[src/rtl/dsp_mac_pkg.sv]
// Shared types and constants for the DSP48A1 multiply-accumulate sequencer.
package dsp_mac_pkg;

  // OPMODE values presented to the slice; bits 7:4 stay 0 (add, no pre-adder, no carry-in).
  localparam logic [7:0] OPM_LOAD = 8'h01;  // X=M, Z=0: start a new sum
  localparam logic [7:0] OPM_ACC  = 8'h09;  // X=M, Z=P: accumulate
  localparam logic [7:0] OPM_HOLD = 8'h08;  // X=0, Z=P: P holds through bubbles

  // Cycles from an operand fire until P holds that element's accumulated sum.
  localparam int unsigned PIPE_LAT = 3;

  typedef enum logic [1:0] {
    StIdle,
    StRun,
    StDrain,
    StDone
  } state_e;

  typedef struct packed {
    logic valid;
    logic first;
    logic last;
  } tag_t;

endpackage

[src/rtl/dsp_mac_tag_pipe.sv]
// Shift register of element tags that tracks each operand through the slice pipeline.
module dsp_mac_tag_pipe
  import dsp_mac_pkg::*;
(
  input  logic clk_i,
  input  logic rst_i,
  input  tag_t tag_i,
  output tag_t s1_o,
  output tag_t s3_o
);

  tag_t pipe_q [PIPE_LAT];
  tag_t pipe_d [PIPE_LAT];

  // Next stage contents: new tag enters stage 1, older tags shift one stage down.
  always_comb begin
    pipe_d[0] = tag_i;
    for (int unsigned i = 1; i < PIPE_LAT; i++) begin
      pipe_d[i] = pipe_q[i-1];
    end
  end

  // Tag registers with synchronous clear.
  always_ff @(posedge clk_i) begin
    if (rst_i) begin
      for (int unsigned i = 0; i < PIPE_LAT; i++) begin
        pipe_q[i] <= '0;
      end
    end else begin
      pipe_q <= pipe_d;
    end
  end

  assign s1_o = pipe_q[0];
  assign s3_o = pipe_q[PIPE_LAT-1];

endmodule

[src/rtl/dsp_mac_sequencer.sv]
// Job-level controller driving one DSP48A1 slice as a multiply-accumulate engine.
module dsp_mac_sequencer
  import dsp_mac_pkg::*;
#(
  parameter int unsigned CNT_W = 10
) (
  input  logic             CLK,
  input  logic             RST,
  input  logic             start,
  input  logic [CNT_W-1:0] len,
  output logic             busy,
  input  logic             op_valid,
  output logic             op_ready,
  input  logic [17:0]      op_a,
  input  logic [17:0]      op_b,
  output logic [17:0]      dsp_a,
  output logic [17:0]      dsp_b,
  output logic [7:0]       dsp_opmode,
  input  logic [47:0]      dsp_p,
  output logic             res_valid,
  input  logic             res_ready,
  output logic [47:0]      res_data
);

  state_e           state_q, state_d;
  logic [CNT_W-1:0] len_q, len_d;
  logic [CNT_W-1:0] cnt_q, cnt_d;
  logic [47:0]      res_data_q, res_data_d;
  logic             op_ready_q, op_ready_d;
  logic             busy_q, busy_d;
  logic             res_valid_q, res_valid_d;

  logic fire;
  logic is_last;
  tag_t tag_in;
  tag_t s1;
  tag_t s3;

  assign fire    = op_valid && op_ready_q;
  assign is_last = (cnt_q == (len_q - CNT_W'(1)));

  // Tag for the element entering the slice this cycle.
  always_comb begin
    tag_in       = '0;
    tag_in.valid = fire;
    tag_in.first = fire && (cnt_q == '0);
    tag_in.last  = fire && is_last;
  end

  dsp_mac_tag_pipe u_tag_pipe (
    .clk_i (CLK),
    .rst_i (RST),
    .tag_i (tag_in),
    .s1_o  (s1),
    .s3_o  (s3)
  );

  // Job FSM next state; outputs are decoded from the next state so they come out registered.
  always_comb begin
    state_d    = state_q;
    len_d      = len_q;
    cnt_d      = cnt_q;
    res_data_d = res_data_q;
    unique case (state_q)
      StIdle: begin
        if (start) begin
          if (len != '0) begin
            len_d   = len;
            cnt_d   = '0;
            state_d = StRun;
          end else begin
            res_data_d = '0;
            state_d    = StDone;
          end
        end
      end
      StRun: begin
        if (fire) begin
          cnt_d = cnt_q + CNT_W'(1);
          if (is_last) state_d = StDrain;
        end
      end
      StDrain: begin
        // P holds the full sum once the last element's tag reaches the final stage.
        if (s3.valid && s3.last) begin
          res_data_d = dsp_p;
          state_d    = StDone;
        end
      end
      StDone: begin
        if (res_ready) state_d = StIdle;
      end
      default: state_d = StIdle;
    endcase
    op_ready_d  = (state_d == StRun);
    busy_d      = (state_d != StIdle);
    res_valid_d = (state_d == StDone);
  end

  // FSM and job registers.
  always_ff @(posedge CLK) begin
    if (RST) begin
      state_q     <= StIdle;
      len_q       <= '0;
      cnt_q       <= '0;
      res_data_q  <= '0;
      op_ready_q  <= 1'b0;
      busy_q      <= 1'b0;
      res_valid_q <= 1'b0;
    end else begin
      state_q     <= state_d;
      len_q       <= len_d;
      cnt_q       <= cnt_d;
      res_data_q  <= res_data_d;
      op_ready_q  <= op_ready_d;
      busy_q      <= busy_d;
      res_valid_q <= res_valid_d;
    end
  end

  // OPMODE is registered inside the slice, so it is driven one cycle after the fire.
  always_comb begin
    dsp_opmode = OPM_HOLD;
    if (s1.valid) dsp_opmode = s1.first ? OPM_LOAD : OPM_ACC;
  end

  // Zero operands outside a fire so bubbles never leak stale products into M.
  assign dsp_a = fire ? op_a : '0;
  assign dsp_b = fire ? op_b : '0;

  assign op_ready  = op_ready_q;
  assign busy      = busy_q;
  assign res_valid = res_valid_q;
  assign res_data  = res_data_q;

endmodule

[config.mk]
export PLATFORM = sky130hd
export DESIGN_NAME = dsp_mac_sequencer
export DESIGN_NICKNAME = d
export VERILOG_FILES = /design/src/rtl/dsp_mac_pkg.sv /design/src/rtl/dsp_mac_tag_pipe.sv /design/src/rtl/dsp_mac_sequencer.sv
export SDC_FILE = /design/constraint.sdc
export NUM_CORES = 1
export LEC_CHECK = 0
export BUFFER_PORTS_ARGS = -buffer_cell sky130_fd_sc_hd__buf_2
export CORE_ASPECT_RATIO = 0.75
export CORE_MARGIN = 2
export CORE_UTILIZATION = 35
export DETAILED_ROUTE_END_ITERATION = 10
export MAX_ROUTING_LAYER = met4
export PLACE_DENSITY = 0.74
export SETUP_SLACK_MARGIN = 0.1
export SYNTH_ARGS = -nofsm -noshare
export SYNTH_HDL_FRONTEND = slang
export SYNTH_SLANG_ARGS = --single-unit
[constraint.sdc]
create_clock -name CLK -period 2.9 [get_ports CLK]
set_clock_uncertainty 0.15 [all_clocks]
set_input_delay 0.29 -clock CLK [delete_from_list [all_inputs] [get_ports CLK]]
set_output_delay 0.29 -clock CLK [all_outputs]
set_load 0.1 [all_outputs]
# Yosys cells after proc, flatten, opt, wreduce, memory -nomap -nowiden
# Index checks and enable logic that the tools add are counted.
# word_totals
wordCells	59
regBits	80
out_inout_bits	95
in_bits	99
# classes
muxes	19
addsub	2
n_reduce_logical	13
eq_ne	11
# ops
op	count
two-way mux 48 bit	3
one-hot mux 48 bit (2 select lines)	1
two-way mux 18 bit	2
two-way mux 10 bit	3
one-hot mux 10 bit (2 select lines)	1
two-way mux 2 bit	6
adder 10 x 1 -> 10 bit, second input constant	1
equality test 10 bit	1
logical NOT 10 bit	1
!= test 2 bit, second input constant	5
nonzero test 10 bit	1
subtractor 10 x 1 -> 10 bit, second input constant	1
two-way mux 4 bit	2
one-hot mux 2 bit (4 select lines)	1
AND reduction 4 bit	2
equality test 2 bit, second input constant	3
nonzero test 2 bit	3
equality test 2 x 1 -> 1 bit, second input constant	2
logical AND 1 bit	4
AND reduction 3 bit	1
logical NOT 2 bit	1

# Longest topological paths before layout
# Gate-level depths: netlist of the first run.
# logic_depth
depth_word	6
depth_mapped	10
mapped_depth_nobuf	8

# By module
# A second synthesis of the first run with hierarchy kept.
# unflattened
hier_cells	456
area_unflattened_um2	3721.1
# modules_own_cells
module	instances	cells_per_inst	area_per_inst_um2	seq_area_each_um2
dsp_mac_sequencer	1	435	3462.1	1461.4
dsp_mac_tag_pipe	1	21	259.0	180.2

# Worst setup path after synthesis of the first run
# Ideal clock, no wire load.
# synth_timing
kind	register to output
startpoint	register op_ready_q, in the netlist op_ready
endpoint	output port dsp_a[10]
stages_incl_launch_ff	4
arrival_time_ns	2.269
path_slack_ns	0.191
path_cell_list	dfxtp_1 clkbuf_1 clkbuf_1 and3_1
# synth_between
elab_chain_len	2
# synth_rtl
item	line	text
start: declaration	dsp_mac_sequencer.sv:29	logic op_ready_q, op_ready_d;
start signal: assignment	dsp_mac_sequencer.sv:115	op_ready_q <= op_ready_d;
logical AND 1 bit	dsp_mac_sequencer.sv:39	assign fire = op_valid && op_ready_q;
two-way mux 18 bit	dsp_mac_sequencer.sv:128	assign dsp_a = fire ? op_a : '0;
end: declaration	dsp_mac_sequencer.sv:16	output logic [17:0] dsp_a,
# Every way passes these cells.

# Final worst setup path of the first run
# layout_timing
startpoint	register len_q[0]
endpoint	register op_ready_q, in the netlist op_ready
# layout_between
elab_chain_len	6
# layout_rtl
item	line	text
start: declaration	dsp_mac_sequencer.sv:26	logic [CNT_W-1:0] len_q, len_d;
start signal: assignment	dsp_mac_sequencer.sv:112	len_q <= len_d;
subtractor 10 x 1 -> 10 bit	dsp_mac_sequencer.sv:40	assign is_last = (cnt_q == (len_q - CNT_W'(1)));
equality test 10 bit	dsp_mac_sequencer.sv:40	
two-way mux 2 bit	dsp_mac_sequencer.sv:80	if (is_last) state_d = StDrain;
two-way mux 2 bit	dsp_mac_sequencer.sv:78	if (fire) begin
one-hot mux 2 bit (4 select lines)	dsp_mac_sequencer.sv:64	unique case (state_q)
equality test 2 x 1 -> 1 bit	dsp_mac_sequencer.sv:95	op_ready_d = (state_d == StRun);
# Every way passes these cells.
# A chain may end at the register's enable or synchronous reset.

==> metrics.md, run 1 <==
| Metric | Value |
|---|---|
| Synth top area cells | dfxtp_1 (41%), nand3_1 (8.9%), nand2b_1 (8.4%), o21ai_0 (6.6%), and3_1 (6.1%) |
| Syn Std Cell Area | 3880 um^2 |
| Clock Latency Late Sink | 0.33 ns |
| Yosys Warn Count | 0 |
| Io pins | between 150 and 200 |
| Vias in the first global route | between 3,000 and 4,000 |
| RSZ-0062 raised after global routing | no |
| Final hold violation count | 0 |
| Startpoint type of the worst setup path | flop |
| TritonCTS Sinks | 80 |
| Die X | ~130 um |
| Post-synthesis simple-gate area fraction | about 33% |
| Worst slew pin tran | 0.554 ns |
| # diodes | 0 |
| Slowest Stage Delay on Critical Path | around 0.45 ns |
| Clk pin slew, worst setup/hold paths | 0.06 ns |
| Hold Path Depth | 3 |
| Post-Syn Instances | roughly 470 |
| Final Cycle Share | 82.8% |
| Core area | 10,900 um^2 |
| Mapped Avg Cell Area | about 8.2 um^2 |
| Drt wl/cell | roughly 14 um |
| Final Slew Violations | 0 |
| WP buf/inv | 1 |
| Post-CTS setup buffer count | 0 |
| Worst r2r path cells | 8 |
| Fin util | roughly 47% |
| Hold-fix buffers, CTS | 0 |
| Setup tns final | 0 ns |
| Max cap viols | 0 |
| Post-place setup slack | roughly 0.54 ns |
| Main combinational cell family by area after synthesis | simple AND/OR/NAND/NOR gates |
| Tmin final | 2.40 ns |
| Worst IR drop on VDD | 0.310 mV |
| Leak | around 2.4 nW |
| Die area | 12,000 um^2 |
| Commonest cells in the netlist | dfxtp_1 (80), nand3_1 (69), nand2b_1 (52) |
| Critical path class | reg -> reg |
| DPL Wire Length | between 7000 and 8000 um |
| Dpl cell area | between 4000 and 5000 um^2 |
| Final setup margin | roughly 0.5 ns |
| First-pass GRT wire length | 16,900 um |
| DIE HEIGHT | roughly 95 um |
| Flop2flop setup slack | around 0.5 ns |
| Sequential area share after synthesis | between 40% and 50% |
| H-tree Lvls | 3 |
| Slowest cell on the critical path | dfxtp_1 |
| Final instance area | approximately 5000 um^2 |
| CP Depth | 8 |
| DR pass1 iterations | 4 |
| WHS Endpoint | res_data[35] |
| Final setup fails | 0 |
| CP Cell Sequence | inv_1 -> ha_1 -> xnor2_1 -> nand4_1 -> or4_1 -> o21ai_1 -> and4_4 -> a2111oi_4 |
| Final wirelength | roughly 11,000 um |
| DR vias/cell | between 4 and 5 |
| Share of post-route cells with drive strength above 1 | 34.1% |
| Compound-Gate Fraction of Synth Area | a little under an eighth |
| HP Class | in -> reg |
| Adder-Cell Fraction of Synth Area | 0.967% |
| Residual DRC | 0 |
| Share of the synthesized area in the top cell type | about two fifths |
| Largest net degree at the start of global routing | 97 |
| Total CTS buffers | 9 |
| Status | completed |
| Final GP Congestion | slightly above 0.9 |
| Overall routing resource usage | 17.6% |
| Distinct cell type count of the synthesized netlist | 42 |
| Rel. slew slack | 63.0% |
| Detailed Route Iter0 Violations | about 250 |
| CTS tree | yes |
| Most frequent cell after synthesis | dfxtp_1 |
| Critical path capture point type | flop |
| CP delay by family, top | simple AND/OR/NAND/NOR gates |
| Starting Density | about 36% |
| Main synth FF type | dfxtp_1 |
| Fill count | approximately 1,100 |
| Rows | 33 |
| XOR/XNOR Fraction of Synth Area | 4.51% |
| Number of synthesized register bits | 80 |
| Cts repair resizes | 0 |
| Final net count | around 740 |
| Root Buffer | clkbuf_16 |
| Hold_sp | dsp_p[35] |
| Cell accounting for the most synthesized area | dfxtp_1 |
| Crit Path Max Fanout | 12 |
| R2R Path Start | len_q[0] |
| Syn-to-layout area delta | 32.2% |
| Total grt overflow | 0 |
| Post-route ant nets | 0 |
| Share of synthesized registers carrying an async set or reset | 0% |
| Post-synthesis mux area share | less than 1% |
| PwrDens | 553 nW/um^2 |
| Initial antenna violation count | 0 |
| Max Root-Sink Buffers | 2 |
| CP required | around 3 ns |
| WP data arrival | about 2.4 ns |
| Fmax | 0.416 GHz |
| Worst reg2reg path endpoint | op_ready |
| Post-synth EDFFs | 0 |
| Pwr Total | 0.00283 W |
| Vias after detailed routing | ~3,800 |
| # port buffers | around 190 |
## flip-flops by register name, summed over array words and instances (netlist names)
signal and flops:
busy 1, cnt_q 10, len_q 10, op_ready 1
res_data 48, res_valid 1, state_q 2, u_tag_pipe.pipe_d 2
u_tag_pipe.s1_o 3, u_tag_pipe.s3_o 2
## kinds of logic (layout without fill, tap and decap cells)
logic type      count (synthesis)  count (layout)
compound gates                 80              80
xor+xnor                       20              20
fa+ha+maj                       3               3
buf+inv                        53             215
flops                          80              80
mux                             3               3
other cells                     1               6
simple gates                  232             232
## per-stage QoR
step                hold WS (ns)  cells
global placement           0.266    764
detailed placement         0.273    764
global route              0.0185    779
finish                    0.0214    779
CTS                       0.0165    779
floorplan                  0.264    477
## tightest hold or removal path, cell delays in order
cell	delay (ns)
buf_2	0.07
nand3_1	0.05
o21ai_0	0.06
## where the power goes
group          internal, W  switching [W]
sequential         0.00112      0.0000266
combinational     0.000147       0.000362
clock             0.000750       0.000432
## per-layer routing
| layer | vias to the layer above | track usage, % | share of wire, % |
|---|---|---|---|
| met1 | 1761 | 22.6 | 45 |
| met3 | 8 | 4.26 | 6.8 |
| met2 | 134 | 28.2 | 47 |
| li1 | 1932 | - | - |
| met4 | 0 | 4.44 | 0.74 |
| met5 | - | - | 0 |
## area by class of cell
cell class	count	area (um^2)	area share (%)
Inverter	5	18.8	0.366
Clock buffer	10	229	4.46
Clock inverter	5	81.3	1.59
Sequential cell	80	1600	31.2
Timing Repair Buffer	195	1010	19.7
Tap cell	140	175	3.41
Multi-Input combinational cell	344	2020	39.3
## how the worst max path moves through the flow
stage / start / end / slack [ns]
after floorplan: op_ready / dsp_a[10] / 0.19
after global placement: len_q[0] / op_ready / 0.63
after detailed placement: len_q[0] / op_ready / 0.54
after CTS: len_q[0] / op_ready / 0.53
after global routing: len_q[0] / op_ready / 0.33
final: len_q[0] / op_ready / 0.50
## placed cells by master (no fill, tap or decap), types with 2 or more instances in the layout
master,Yosys,final
nand2_1,20,20
nand2b_1,52,52
and3_1,38,38
nor4_1,4,4
a21oi_1,14,14
buf_2,3,187
nand4_1,7,7
dfxtp_1,80,80
nand3_1,69,69
bufinv_16,0,2
conb_1,1,6
nor2b_1,6,6
xor2_1,11,11
xnor2_1,9,9
buf_4,8,7
ha_1,3,3
inv_1,5,5
nor2_1,23,23
mux2i_1,3,3
o21ai_1,5,5
clkbuf_16,0,9
o21ai_0,51,51
nor3_1,3,3
a31oi_1,3,3
Power figures use the tool's default switching activity.
==> inputs of run 2 (changes only) <==
Clock period 2.9 ns to 2.3 ns, I/O delays scaled along.
==> run 2 against run 1 <==
Effect of this change: cell area up 12%; sequential power increased by 26%; critical path type unchanged; critical endpoint is now state_q[0]; setup slack worse by 0.28 ns; sequential cell count unchanged; largest power group unchanged; register-to-register slack got worse by 0.28 ns.
==> metrics.md, run 2 (synthesis results as in run 1) <==
| Metric | Value |
|---|---|
| Status | completed |
| Total CTS buffers | 9 (unchanged) |
| Drt wl/cell | 14.2 um (+2.6%) |
| Leading cell types in the layout, fill and taps excluded | buf_2 (187), dfxtp_1 (75), nand3_1 (69), nand2b_1 (52), o21ai_0 (51) |
| Leak | 2.66 nW (+10%) |
| Final Non-Filler Cells | 834 (+7.1%) |
| Max Root-Sink Buffers | 2 (unchanged) |
| Core area | 10,900 um^2 (unchanged) |
| Worst slew pin tran | 0.699 ns (+0.144 ns) |
| Final instance area | 5770 um^2 (+12%) |
| Slowest cell on the critical path | or4_1 |
| Worst IR drop on VDD | 0.338 mV (+9.1%) |
| Slowest Stage Delay on Critical Path | 0.41 ns (-0.04 ns) |
| Rel. slew slack | 53.3% (-9.8 points) |
| Clock Latency Late Sink | 0.33 ns (about the same) |
| Post-route ant nets | 0 (unchanged) |
| Pwr Total | 0.00384 W (+36%) |
| Critical path capture point type | flop |
| Final hold violation count | 0 (unchanged) |
| Final setup fails | 0 (unchanged) |
| Tmin final | 2.08 ns (-0.322 ns) |
| DR pass1 iterations | 5 (+1) |
| Startpoint type of the worst setup path | flop |
| Residual DRC | 0 (unchanged) |
| DP Cell Count | 769 (+0.65%) |
| Total grt overflow | 0 (unchanged) |
| TritonCTS Sinks | 80 (unchanged) |
| Starting Density | 35.7% (unchanged) |
| GR Util met3 | 4.60% (+0.34 points) |
| Die X | 126 um (unchanged) |
| Vias in the first global route | 3,963 (+13%) |
| GR Util met1 | 23.1% (+0.48 points) |
| RSZ-0062 raised after global routing | no |
| Worst r2r path cells | 7 (-1) |
| Die area | 12,000 um^2 (unchanged) |
| First-pass GRT wire length | 18,500 um (+9.5%) |
| CP Cell Sequence | nor4_4 -> buf_4 -> nand4_1 -> or4_1 -> o21ai_1 -> and4_4 -> a21oi_1 |
| H-tree Lvls | 3 (unchanged) |
| Setup tns final | 0 ns (unchanged) |
| DPL Wire Length | 7940 um (+0.10%) |
| Share of post-route cells with drive strength above 1 | 38.0% (+3.9 points) |
| Final net count | 791 (+7.3%) |
| GR Util met2 | 32.0% (+3.8 points) |
| R2R Path Start | len_q[5] |
| Worst reg2reg path endpoint | state_q[0] |
| WHS Endpoint | len_q[7] |
| Overall routing resource usage | 19.3% (+1.7 points) |
| Final Slew Violations | 0 (unchanged) |
| # port buffers | 187 (unchanged) |
| # diodes | 0 (unchanged) |
| Max reg flops | 48 (unchanged) |
| Rows | 33 (unchanged) |
| Largest net degree at the start of global routing | 70 (-28%) |
| Vias after detailed routing | 4,155 (+8.3%) |
| Most common cell after layout, fill and taps aside | buf_2 |
| Critical path class | reg -> reg |
| DIE HEIGHT | 95.2 um (unchanged) |
| Max cap viols | 0 (unchanged) |
| Hold_sp | len[7] |
| Hold Path Depth | 3 (unchanged) |
| Detailed Route Iter0 Violations | 285 (+15%) |
| PwrDens | 667 nW/um^2 (+21%) |
| DR vias/cell | 4.98 (+1.2%) |
| WP data arrival | 2.13 ns (-0.31 ns) |
| Dpl cell area | 4900 um^2 (+1.6%) |
| HP Class | in -> reg |
| Final Cycle Share | 90.4% (+7.6 points) |
| CTS tree | yes |
| Fmax | 0.481 GHz (+15%) |
| Final GP Congestion | 0.933 (+2.0%) |
| Critical Path Start | len_q[5] |
| CP required | 2.35 ns (-0.59 ns) |
| Flop2flop setup slack | 0.22 ns (-0.28 ns) |
| Final wirelength | 11,900 um (+9.8%) |
| Clk pin slew, worst setup/hold paths | 0.06 ns (about the same) |
| Crit Path Max Fanout | 6 (-6) |
| Root Buffer | clkbuf_16 |
| Layer with the highest usage | met2 |
| Syn-to-layout area delta | 48.6% |
| Initial antenna violation count | 0 (unchanged) |
| Total area of sequential cells | 1610 um^2 (+0.70%) |
| Io pins | 194 (unchanged) |
| Fill count | 1,008 (-4.3%) |
| Area taken by multi-input logic gates | 2070 um^2 (+2.8%) |
==> run 2: cell count changes in the layout (fill, tap and decap cells not counted), moves of 2 or more <==
cell,change
dfxtp_4,+2
and3_1,-30
dfxtp_1,-5
clkinv_4,+3
dlygate4sd3_1,+47
buf_4,+7
and3_2,+30
dfxtp_2,+3
==> run 2: layer usage <==
layer / wire [um] / vias up
li1: - / 2048
met1: 5140 / 1918
met2: 5810 / 159
met3: 650 / 30
met4: 269 / 0
met5: 0 / -
==> run 2: power by group <==
group | switching (W) | total [W] | internal, W
combinational | 0.000479 | 0.000735 | 0.000256
sequential | 0.0000329 | 0.00144 | 0.00141
clock | 0.000573 | 0.00167 | 0.00110
==> run 2: metrics by stage <==
stage / hold slack [ns] / setup slack (ns) / util [%]
after detailed placement: 0.278 / 0.106 / 45.1
after global routing: 0.00529 / 0.0957 / 53.1
after global placement: 0.272 / 0.167 / 45.1
after CTS: 0.00276 / 0.138 / 52.9
after floorplan: 0.210 / 0.116 / -
final: 0.00703 / 0.220 / 53.1
==> run 2: critical path: cells and delay by family (launching register included) <==
family,cells,cell delay [ns]
buf+inv,1,0.19
flops,1,0.36
simple gates,4,1.05
compound gates,2,0.19
==> run 2: cell type report <==
type | count | area share, %
Clock inverter | 6 | 2.02
Tap cell | 140 | 3.04
Clock buffer | 10 | 4.14
Timing Repair Buffer | 249 | 26.6
Inverter | 5 | 0.326
Multi-Input combinational cell | 344 | 35.9
Sequential cell | 80 | 28.0
==> run 2: worst max path at each step <==
stage                  to  slack, ns  cells after the start
3_5_place_dp   state_q[0]       0.11                      8
2_1_floorplan    op_ready       0.12                      9
5_1_grt        state_q[0]        0.1                      8
3_3_place_gp     op_ready       0.17                      7
6_report       state_q[0]       0.22                      7
4_1_cts          op_ready       0.14                      8
==> run 2: timing repair <==
| item | CTS | global route |
|---|---|---|
| setup buffers | 2 | 0 |
| endpoints found under the hold margin | 47 | 0 |
| pin swaps | 1 | 5 |
| hold buffers | 47 | 0 |
| gates resized for setup | 2 | 7 |
| setup endpoints to repair | 2 | 4 |
==> inputs of run 3 (changes only) <==
Settings changed: SETUP_SLACK_MARGIN 0.1 to 0.5.
==> run 3 against run 2 <==
Effect of this change: routed wire length grew 9.2%; clock-buffer cell count down 1; core utilization is 5.5 points higher; largest cell class unchanged; largest power group unchanged; sequential share of layout area down 2.5 points.
==> metrics.md, run 3 (synthesis results as in run 1) <==
| Metric | Value |
|---|---|
| RSZ-0062 raised after global routing | yes |
| Fill count | 878 (-13%) |
| Vias in the first global route | 3,901 (-1.6%) |
| Worst reg2reg path endpoint | state_q[0] |
| PwrDens | 605 nW/um^2 (-9.3%) |
| Post-route ant nets | 0 (unchanged) |
| Fin util | 58.6% (+5.5 points) |
| Leading cell types in the layout, fill and taps excluded | buf_2 (152), dfxtp_1 (72), nand3_1 (69), nand2b_1 (51), o21ai_0 (49) |
| First-pass GRT wire length | 18,700 um (+1.2%) |
| # port buffers | 187 (unchanged) |
| Post-place setup slack | 0.171 ns (+0.0648 ns) |
| Pint | 0.00272 W (-1.5%) |
| Setup tns final | 0 ns (unchanged) |
| Slowest Stage Delay on Critical Path | 0.42 ns (about the same) |
| Clock Latency Late Sink | 0.33 ns (about the same) |
| R2R Path Start | len_q[5] |
| Final GP Congestion | 0.894 (-4.2%) |
| Final wirelength | 13,000 um (+9.2%) |
| Critical path class | reg -> reg |
| Largest net degree at the start of global routing | 97 (+39%) |
| DIE HEIGHT | 95.2 um (unchanged) |
| Core area | 10,900 um^2 (unchanged) |
| Critical path capture point type | flop |
| Drt wl/cell | 15.3 um (+7.8%) |
| Final net count | 801 (+1.3%) |
| Max Root-Sink Buffers | 2 (unchanged) |
| Clock power share | 40.2% (-3.2 points) |
| WHS Endpoint | res_data[39] |
| TritonCTS Sinks | 80 (unchanged) |
| Total area of sequential cells | 1620 um^2 (+0.70%) |
| Hold Path Depth | 3 (unchanged) |
| Final Slew Violations | 0 (unchanged) |
| Startpoint type of the worst setup path | flop |
| Worst r2r path cells | 7 (unchanged) |
| DPL Wire Length | 8000 um (+0.74%) |
| CP delay by family, top | simple AND/OR/NAND/NOR gates |
| CTS tree | yes |
| Clk pin slew, worst setup/hold paths | 0.07 ns (about the same) |
| Slowest cell on the critical path | or4_1 |
| Rel. slew slack | 66.6% (+13 points) |
| H-tree Lvls | 3 (unchanged) |
| Sw frac | 29.4% (+1.2 points) |
| CP Cell Sequence | nor4_4 -> buf_6 -> nand4_1 -> or4_1 -> o21ai_2 -> and4_4 -> a21oi_1 |
| Total CTS buffers | 9 (unchanged) |
| Flop2flop setup slack | 0.32 ns (+0.10 ns) |
| Io pins | 194 (unchanged) |
| Most common cell after layout, fill and taps aside | buf_2 |
| Area taken by multi-input logic gates | 2260 um^2 (+9.1%) |
| Root Buffer | clkbuf_16 |
| Final setup margin | 0.325 ns (+0.105 ns) |
| HP Class | in -> reg |
| Net Switching | 0.00113 W (+4.4%) |
| Final hold violation count | 0 (unchanged) |
| Worst hold slack | 0.00554 ns (-0.00149 ns) |
| WP data arrival | 2.02 ns (-0.11 ns) |
| Vias after detailed routing | 4,275 (+2.9%) |
| Status | completed |
| Initial antenna violation count | 0 (unchanged) |
| Combinational power share | 22.3% (+3.2 points) |
| Starting Density | 35.7% (unchanged) |
| Die X | 126 um (unchanged) |
| CP required | 2.34 ns (about the same) |
| Overall routing resource usage | 19.6% (+0.32 points) |
| Tmin final | 1.98 ns (-0.105 ns) |
| Fmax | 0.506 GHz (+5.3%) |
| Part of the power in registers | 37.4% (about the same) |
| Max cap viols | 0 (unchanged) |
| DR pass1 iterations | 4 (-1) |
| Worst IR drop on VDD | 0.437 mV (+29%) |
| Hold_sp | dsp_p[39] |
| Total grt overflow | 0 (unchanged) |
| Leak | 2.73 nW (+2.4%) |
| Final Cycle Share | 85.9% (-4.5 points) |
| Worst slew pin tran | 0.495 ns (-0.203 ns) |
| WP buf/inv | 1 (unchanged) |
| Detailed Route Iter0 Violations | 164 (-42%) |
| Critical Path Start | len_q[5] |
| Die area | 12,000 um^2 (unchanged) |
| Syn-to-layout area delta | 64.1% |
| Crit Path Max Fanout | 6 (unchanged) |
| Max reg flops | 48 (unchanged) |
| Final setup fails | 0 (unchanged) |
| Residual DRC | 0 (unchanged) |
| Share of post-route cells with drive strength above 1 | 41.1% (+3.0 points) |
| Rows | 33 (unchanged) |
| DR vias/cell | 5.06 (+1.5%) |
run 3: cell types whose count changed in the layout (fill, tap and decap cells not counted), moves of 4 or more:
cell | previous run | this run
and3_1 | 8 | 2
and3_2 | 31 | 6
and3_4 | 0 | 31
buf_12 | 1 | 9
buf_2 | 187 | 152
buf_6 | 0 | 13
buf_8 | 0 | 10
clkbuf_4 | 0 | 9
nor4_4 | 1 | 5
run 3: per-layer routing:
metal,up-vias,global-route usage (%),routed length [um]
met5,-,-,0
met4,0,5.83,187
met3,21,4.32,831
met2,183,34.2,6440
met1,1997,23.0,5510
li1,2074,-,-
run 3: worst max path at each step:
stage | end | cells after the start
6_report | state_q[0] | 7
5_1_grt | op_ready | 8
4_1_cts | op_ready | 7
3_5_place_dp | state_q[0] | 8
3_3_place_gp | state_q[0] | 7
2_1_floorplan | state_q[0] | 9
run 3: repair_timing:
| action | in CTS | in global routing |
|---|---|---|
| endpoints found under the hold margin | 48 | 0 |
| endpoints found under the setup margin | 32 | 88 |
| setup buffers | 6 | 6 |
| pin swaps | 5 | 5 |
| cloned | 0 | 3 |
| hold buffers | 48 | 0 |
| gates resized for setup | 64 | 43 |
run 3: power groups by stage:
stage          clock [W]  combinational [W]  sequential, W
2_1_floorplan          0           0.000513        0.00149
3_3_place_gp           0           0.000660        0.00148
3_5_place_dp           0           0.000668        0.00148
4_1_cts          0.00159           0.000792        0.00145
5_1_grt          0.00164           0.000903        0.00144
6_report         0.00155           0.000859        0.00144
run 3: cell type report:
type | instances | area share, %
multi-input combinational | 344 | 35.5
timing repair buffer | 259 | 30.7
sequential | 80 | 25.5
clock buffer | 9 | 3.54
tap | 140 | 2.75
clock inverter | 7 | 1.61
inverter | 5 | 0.334
antenna | 1 | 0.0393
run 3: worst min-delay path: stages:
cell and delay, ns:
buf_2 0.07, nand3_1 0.05, o21ai_0 0.09
run 3: through the flow:
step           cell area (um^2)  total power, W  std cells
2_1_floorplan              4110         0.00200        477
3_3_place_gp               5030         0.00214        765
3_5_place_dp               5030         0.00215        765
4_1_cts                    6100         0.00383        835
5_1_grt                    6360         0.00399        844
6_report                   6370         0.00385        845
